--- src/rtl/a5_1_decryptor_if.sv ---
// A5/1 decryptor stream bundle: ciphertext in, plaintext out.
// master drives ciphertext and sink ready; slave is the core.
interface a5_1_decryptor_if;
   logic c_valid;
   logic c_bit;
   logic c_ready;
   logic p_valid;
   logic p_bit;
   logic p_last;
   logic p_ready;

   modport master (
      output c_valid, c_bit, p_ready,
      input  c_ready, p_valid, p_bit, p_last
   );

   modport slave (
      input  c_valid, c_bit, p_ready,
      output c_ready, p_valid, p_bit, p_last
   );
endinterface

--- src/rtl/a5_1_decryptor.sv ---
// Receive-side A5/1 core: key setup, then bit-serial XOR decrypt.
// Define A51_DEC_UPLINK_EN to skip the downlink half of the keystream.
module a5_1_decryptor #(
   parameter int BURST_LEN = 114
) (
   input  logic        clk,
   input  logic        reset_n,
   input  logic        start,
   input  logic [63:0] key,
   input  logic [21:0] frame,
   output logic        busy,
   a5_1_decryptor_if.slave bus
);

   typedef enum logic [2:0] {
      S_IDLE,
      S_CLEAR,
      S_KEY,
      S_FRAME,
      S_MIX,
      S_SKIP,
      S_STREAM
   } state_t;

   localparam logic [7:0] LAST = 8'(BURST_LEN - 1);

   state_t      r_state;
   state_t      w_nxt;
   logic [7:0]  r_cnt;
   logic [63:0] r_key;
   logic [21:0] r_frm;
   logic [18:0] r_r1;
   logic [21:0] r_r2;
   logic [22:0] r_r3;
   logic        r_pv;
   logic        r_pb;
   logic        r_pl;

   logic        w_acc;
   logic        w_in;
   logic        w_f1;
   logic        w_f2;
   logic        w_f3;
   logic        w_maj;
   logic [18:0] w_m1;
   logic [21:0] w_m2;
   logic [22:0] w_m3;
   logic        w_z;

   assign w_acc = (r_state == S_STREAM) & bus.c_valid & bus.c_ready;
   assign w_in  = (r_state == S_KEY) ? r_key[r_cnt[5:0]]
                                     : r_frm[r_cnt[4:0]];

   assign w_f1 = r_r1[13] ^ r_r1[16] ^ r_r1[17] ^ r_r1[18];
   assign w_f2 = r_r2[20] ^ r_r2[21];
   assign w_f3 = r_r3[7] ^ r_r3[20] ^ r_r3[21] ^ r_r3[22];

   assign w_maj = (r_r1[8] & r_r2[10]) |
                  (r_r1[8] & r_r3[10]) |
                  (r_r2[10] & r_r3[10]);

   assign w_m1 = (r_r1[8] == w_maj) ? {r_r1[17:0], w_f1} : r_r1;
   assign w_m2 = (r_r2[10] == w_maj) ? {r_r2[20:0], w_f2} : r_r2;
   assign w_m3 = (r_r3[10] == w_maj) ? {r_r3[21:0], w_f3} : r_r3;

   // keystream bit taken after the majority step of this accept
   assign w_z = w_m1[18] ^ w_m2[21] ^ w_m3[22];

   always_ff @(posedge clk or negedge reset_n) begin
      if (!reset_n) r_state <= S_IDLE;
      else          r_state <= w_nxt;
   end

   always_comb begin
      w_nxt = r_state;
      unique case (r_state)
         S_IDLE:   if (start) w_nxt = S_CLEAR;
         S_CLEAR:  w_nxt = S_KEY;
         S_KEY:    if (r_cnt == 8'd63) w_nxt = S_FRAME;
         S_FRAME:  if (r_cnt == 8'd21) w_nxt = S_MIX;
`ifdef A51_DEC_UPLINK_EN
         S_MIX:    if (r_cnt == 8'd99) w_nxt = S_SKIP;
`else
         S_MIX:    if (r_cnt == 8'd99) w_nxt = S_STREAM;
`endif
         S_SKIP:   if (r_cnt == LAST) w_nxt = S_STREAM;
         S_STREAM: if (w_acc && r_cnt == LAST) w_nxt = S_IDLE;
         default:  w_nxt = S_IDLE;
      endcase
   end

   always_comb begin
      busy        = (r_state != S_IDLE);
      bus.c_ready = (r_state == S_STREAM) & (~r_pv | bus.p_ready);
   end

   always_ff @(posedge clk or negedge reset_n) begin
      if (!reset_n)
         r_cnt <= '0;
      else if (w_nxt != r_state)
         r_cnt <= '0;
      else if (r_state inside {S_KEY, S_FRAME, S_MIX, S_SKIP} || w_acc)
         r_cnt <= r_cnt + 8'd1;
   end

   always_ff @(posedge clk or negedge reset_n) begin
      if (!reset_n) begin
         r_key <= '0;
         r_frm <= '0;
      end else if (r_state == S_IDLE && start) begin
         r_key <= key;
         r_frm <= frame;
      end
   end

   always_ff @(posedge clk or negedge reset_n) begin
      if (!reset_n) begin
         r_r1 <= '0;
         r_r2 <= '0;
         r_r3 <= '0;
      end else begin
         case (r_state)
            S_CLEAR: begin
               r_r1 <= '0;
               r_r2 <= '0;
               r_r3 <= '0;
            end
            S_KEY, S_FRAME: begin
               r_r1 <= {r_r1[17:0], w_f1 ^ w_in};
               r_r2 <= {r_r2[20:0], w_f2 ^ w_in};
               r_r3 <= {r_r3[21:0], w_f3 ^ w_in};
            end
            S_MIX, S_SKIP: begin
               r_r1 <= w_m1;
               r_r2 <= w_m2;
               r_r3 <= w_m3;
            end
            S_STREAM: begin
               if (w_acc) begin
                  r_r1 <= w_m1;
                  r_r2 <= w_m2;
                  r_r3 <= w_m3;
               end
            end
            default: ;
         endcase
      end
   end

   always_ff @(posedge clk or negedge reset_n) begin
      if (!reset_n) begin
         r_pv <= 1'b0;
         r_pb <= 1'b0;
         r_pl <= 1'b0;
      end else if (w_acc) begin
         r_pv <= 1'b1;
         r_pb <= bus.c_bit ^ w_z;
         r_pl <= (r_cnt == LAST);
      end else if (bus.p_ready) begin
         r_pv <= 1'b0;
      end
   end

   assign bus.p_valid = r_pv;
   assign bus.p_bit   = r_pb;
   assign bus.p_last  = r_pl;

endmodule

--- src/flat_wrapper.sv ---
// flat-port wrapper written by rule: the top's interface ports become plain ports
module a5_1_decryptor_flat 
#(
   parameter int BURST_LEN = 114
)
  (clk, reset_n, start, key, frame, busy, bus_c_valid, bus_c_bit, bus_p_ready, bus_c_ready, bus_p_valid, bus_p_bit, bus_p_last);
  a5_1_decryptor_if bus_i ();
  input  logic clk;
  input  logic reset_n;
  input  logic start;
  input  logic [63:0] key;
  input  logic [21:0] frame;
  output logic busy;
  input wire logic [$bits(bus_i.c_valid)-1:0] bus_c_valid;
  input wire logic [$bits(bus_i.c_bit)-1:0] bus_c_bit;
  input wire logic [$bits(bus_i.p_ready)-1:0] bus_p_ready;
  output wire logic [$bits(bus_i.c_ready)-1:0] bus_c_ready;
  output wire logic [$bits(bus_i.p_valid)-1:0] bus_p_valid;
  output wire logic [$bits(bus_i.p_bit)-1:0] bus_p_bit;
  output wire logic [$bits(bus_i.p_last)-1:0] bus_p_last;
  assign bus_i.c_valid = bus_c_valid;
  assign bus_i.c_bit = bus_c_bit;
  assign bus_i.p_ready = bus_p_ready;
  assign bus_c_ready = bus_i.c_ready;
  assign bus_p_valid = bus_i.p_valid;
  assign bus_p_bit = bus_i.p_bit;
  assign bus_p_last = bus_i.p_last;
  a5_1_decryptor #(.BURST_LEN(BURST_LEN)) u_core (.clk(clk), .reset_n(reset_n), .start(start), .key(key), .frame(frame), .busy(busy), .bus(bus_i));
endmodule
--- config.mk ---
export PLATFORM = sky130hd
export DESIGN_NAME = a5_1_decryptor_flat
export DESIGN_NICKNAME = d
export VERILOG_FILES = /design/src/rtl/a5_1_decryptor_if.sv /design/src/rtl/a5_1_decryptor.sv /design/src/flat_wrapper.sv
export SDC_FILE = /design/constraint.sdc
export NUM_CORES = 1
export LEC_CHECK = 0
export BUFFER_PORTS_ARGS = -buffer_cell sky130_fd_sc_hd__buf_2
export CAP_MARGIN = 20
export CORE_MARGIN = 4
export CORE_UTILIZATION = 62
export CTS_CLUSTER_SIZE = 14
export DETAILED_ROUTE_END_ITERATION = 8
export GPL_TIMING_DRIVEN = 0
export PLACE_DENSITY = 0.95
export SLEW_MARGIN = 20
export SYNTH_ARGS = -nofsm -noshare
export SYNTH_HDL_FRONTEND = slang
export SYNTH_SLANG_ARGS = --single-unit
--- constraint.sdc ---
create_clock -name clk -period 4.9 [get_ports clk]
set_input_delay 0.49 -clock clk [delete_from_list [all_inputs] [get_ports clk]]
set_output_delay 0.49 -clock clk [all_outputs]
set_load 0.02 [all_outputs]
==> flow_summary.toml <==
[run_status]
status = "finished, final reports clean"

[cells_and_area]
fin_cells = 912
drive_gt1_frac = 0.2549
diodes = 0
fin_area_um2 = 8770
fin_nets = 853
final_common_cell = "dfrtp_1"
final_cell_mix = "164 x dfrtp_1, 135 x nand2_1, 101 x buf_2, 46 x mux2_2, 42 x mux2_1"
area_growth_pct = 17.01

[sta]
finalClockSkew_ns = 0.009232
layout_min_cycle_time_ns = 3.053
rsz0062_at_grt = "no"
slew_viol_final = 0
finalHoldViolations = 0
timing.slew.headroom = 0.5475
worstMarginPinSlew_ns = 0.6773
setup_violations = 0
post-route-period-util = 0.6231
finalSetupTns_ns = 0
fmax_mhz = 327.5

[clocking]
h-tree-depth = 4
clockBufferDepth = 2
clock-root-buffer = "clkbuf_16"
numCtsBuffers = 17
cts_tree = "yes"
post_cts_resized = 0
clock-sinks = 164
cts.clk_slew.worst_paths_ns = 0.07
clk_latency_ns = 0.43

[drt]
drc = 0
vias_per_cell = 6.094
first_pass_iters = 7
finalWirelength_um = 17890
num_vias = 5558
wire_per_inst_um = 19.61
dr.first_iter.drc_count = 497
drtAntennaViolNets = 0

[logic_synthesis]
syn_inst = 639
synthFlopType = "dfrtp_1"
syn_area_um2 = 7495
async_flop_share = 1.000
netlist_top_cells_area = "dfrtp_1 55%, mux2_2 6.9%, nand2_1 6.8%"
synth_seq_cells = 164
yosysSeqAreaShare = 0.5476
synth-edff-count = 0
synth.distinct_cells = 52
yosysTopAreaCellShare = 0.5476
avgSynthCellArea_um2 = 11.73
yosysTopAreaCell = "dfrtp_1"
yosys_warnings = 0
syn_nets = 736

[worst_setup_path]
crit_fanout = 10
rrSetupSlack_ns = 1.85
regToRegStartpoint = "u_core.r_state[0]"
startpoint = "u_core.r_state[0]"
cp.required_ns = 5.21
path_class = "register to register"
arrival_ns = 3.36
critPathLaunchType = "register"
endpoint_kind = "register"

[placed_design]
portBuffers = 96
placed_cell_area_um2 = 8192
gp_congestion = 0.9071
dp_cells = 879
dp_hpwl_um = 11860

[job]
cap_viol_max_count = 0

[grt]
antenna_found_initial = 0
grt_max_degree = 106
grt_pass1_wl_um = 29620
grt-ovfl-total = 0
grt_pass1_vias = 5945
grtUsageTotal = 0.2698

[floorplan]
start_util = 0.6453
core_area_um2 = 11610
die_w_um = 117.9
fp.dieH_um = 117.9
io_pins = 97
rows = 39
dieArea_um2 = 13910

[pwr]
leakage_nw = 4.326
peakVddDrop_v = 0.0003119
powerDensity_nw_per_um2 = 309.1

[worst_hold_path]
min_from = "frame[19]"
hold_class = "input port to register"
-- registers in the layout, summed over array words and instances, names as in the netlist --
| name | flops |
|---|---|
| u_core.r_r1 | 19 |
| u_core.r_key | 64 |
| u_core.bus.p_valid | 1 |
| u_core.bus.p_last | 1 |
| u_core.r_cnt | 8 |
| u_core.r_r3 | 23 |
| u_core.r_state | 3 |
| u_core.bus.p_bit | 1 |
| u_core.r_frm | 22 |
| u_core.r_r2 | 22 |
-- routing by layer --
layer	global-route usage	vias up	part of all wire
met2	0.4592	304	0.51
met1	0.2997	2688	0.36
met3	0.08506	85	0.077
li1	-	2481	-
met4	0.1524	0	0.049
met5	0	-	0
-- repair_timing --
| action | CTS | global route |
|---|---|---|
| hold endpoints to repair | 37 | 0 |
| buffers inserted | 0 | 0 |
| hold buffers | 1 | 0 |
-- final timing paths --
| path | endpoint | cells past startpoint |
|---|---|---|
| worst min-delay path | u_core.r_frm[19] | 2 |
| min in group asynchronous | u_core.r_r1[6] | 2 |
| worst max register to register | u_core.r_frm[18] | 7 |
| worst max-delay path | u_core.r_frm[18] | 7 |
| worst min register to register | u_core.r_key[8] | 1 |
| max in group asynchronous | u_core.r_state[2] | 3 |
-- worst max-delay path: stages (launching register included) --
cell and delay (ns):
dfrtp_1 0.41, clkbuf_1 0.22, nor3_1 0.49, and2_1 0.29
clkbuf_1 0.26, buf_1 0.51, buf_2 0.37, mux2_1 0.38
-- metrics by stage --
| stage | utilization | worst slack (ns) | hold WS, ns | total power, mW |
|---|---|---|---|---|
| global route | 0.7551 | 1.684 | 0.2645 | 2.790 |
| finish | 0.7551 | 1.847 | 0.2739 | 2.710 |
| CTS | 0.7551 | 1.885 | 0.2609 | 2.722 |
| detailed placement | 0.7053 | 1.949 | 0.4402 | 1.448 |
| floorplan | - | 2.662 | 0.1944 | 1.381 |
| global placement | 0.7021 | 1.128 | 0.4597 | 1.441 |
-- Yosys cell counts, types with 7 or more instances --
library cell,count
buf_1,7
clkbuf_1,25
dfrtp_1,164
mux2_1,42
mux2_2,46
mux2i_1,10
mux4_1,9
mux4_2,10
nand2_1,135
nor2_1,15
nor3_1,8
o21ai_0,39
o21ai_1,32
xnor2_1,14
-- cell type report --
cell class,instances,area [µm²]
tap,143,178.9
clock inverter,13,125.1
clock buffer,19,442.9
fill,668,2844
sequential,164,4104
multi-input combinational,431,3194
timing repair buffer,98,528.0
buffer,40,181.4
inverter,4,15.01
-- report_power, final --
part	internal (mW)	switching (mW)	leakage, nW
sequential	1.35	0	2.21
clock	0.721	0.566	0.280
combinational	0.0300	0.0394	1.83
total	2.11	0.605	4.33
-- cell families (layout without fill, tap and decap cells) --
family / count (synthesis) / after routing / share of synthesized area
buffers and inverters: 44 / 174 / 0.02621
xor gates and xnor gates: 20 / 20 / 0.02337
AOI/OAI and AO/OA: 98 / 98 / 0.07613
DFF: 164 / 164 / 0.5476
adders and majority gates: 6 / 6 / 0.009683
and+or+nand+nor: 190 / 190 / 0.1098
muxes: 117 / 117 / 0.2072
No activity file was read; power rests on OpenSTA's default activity.
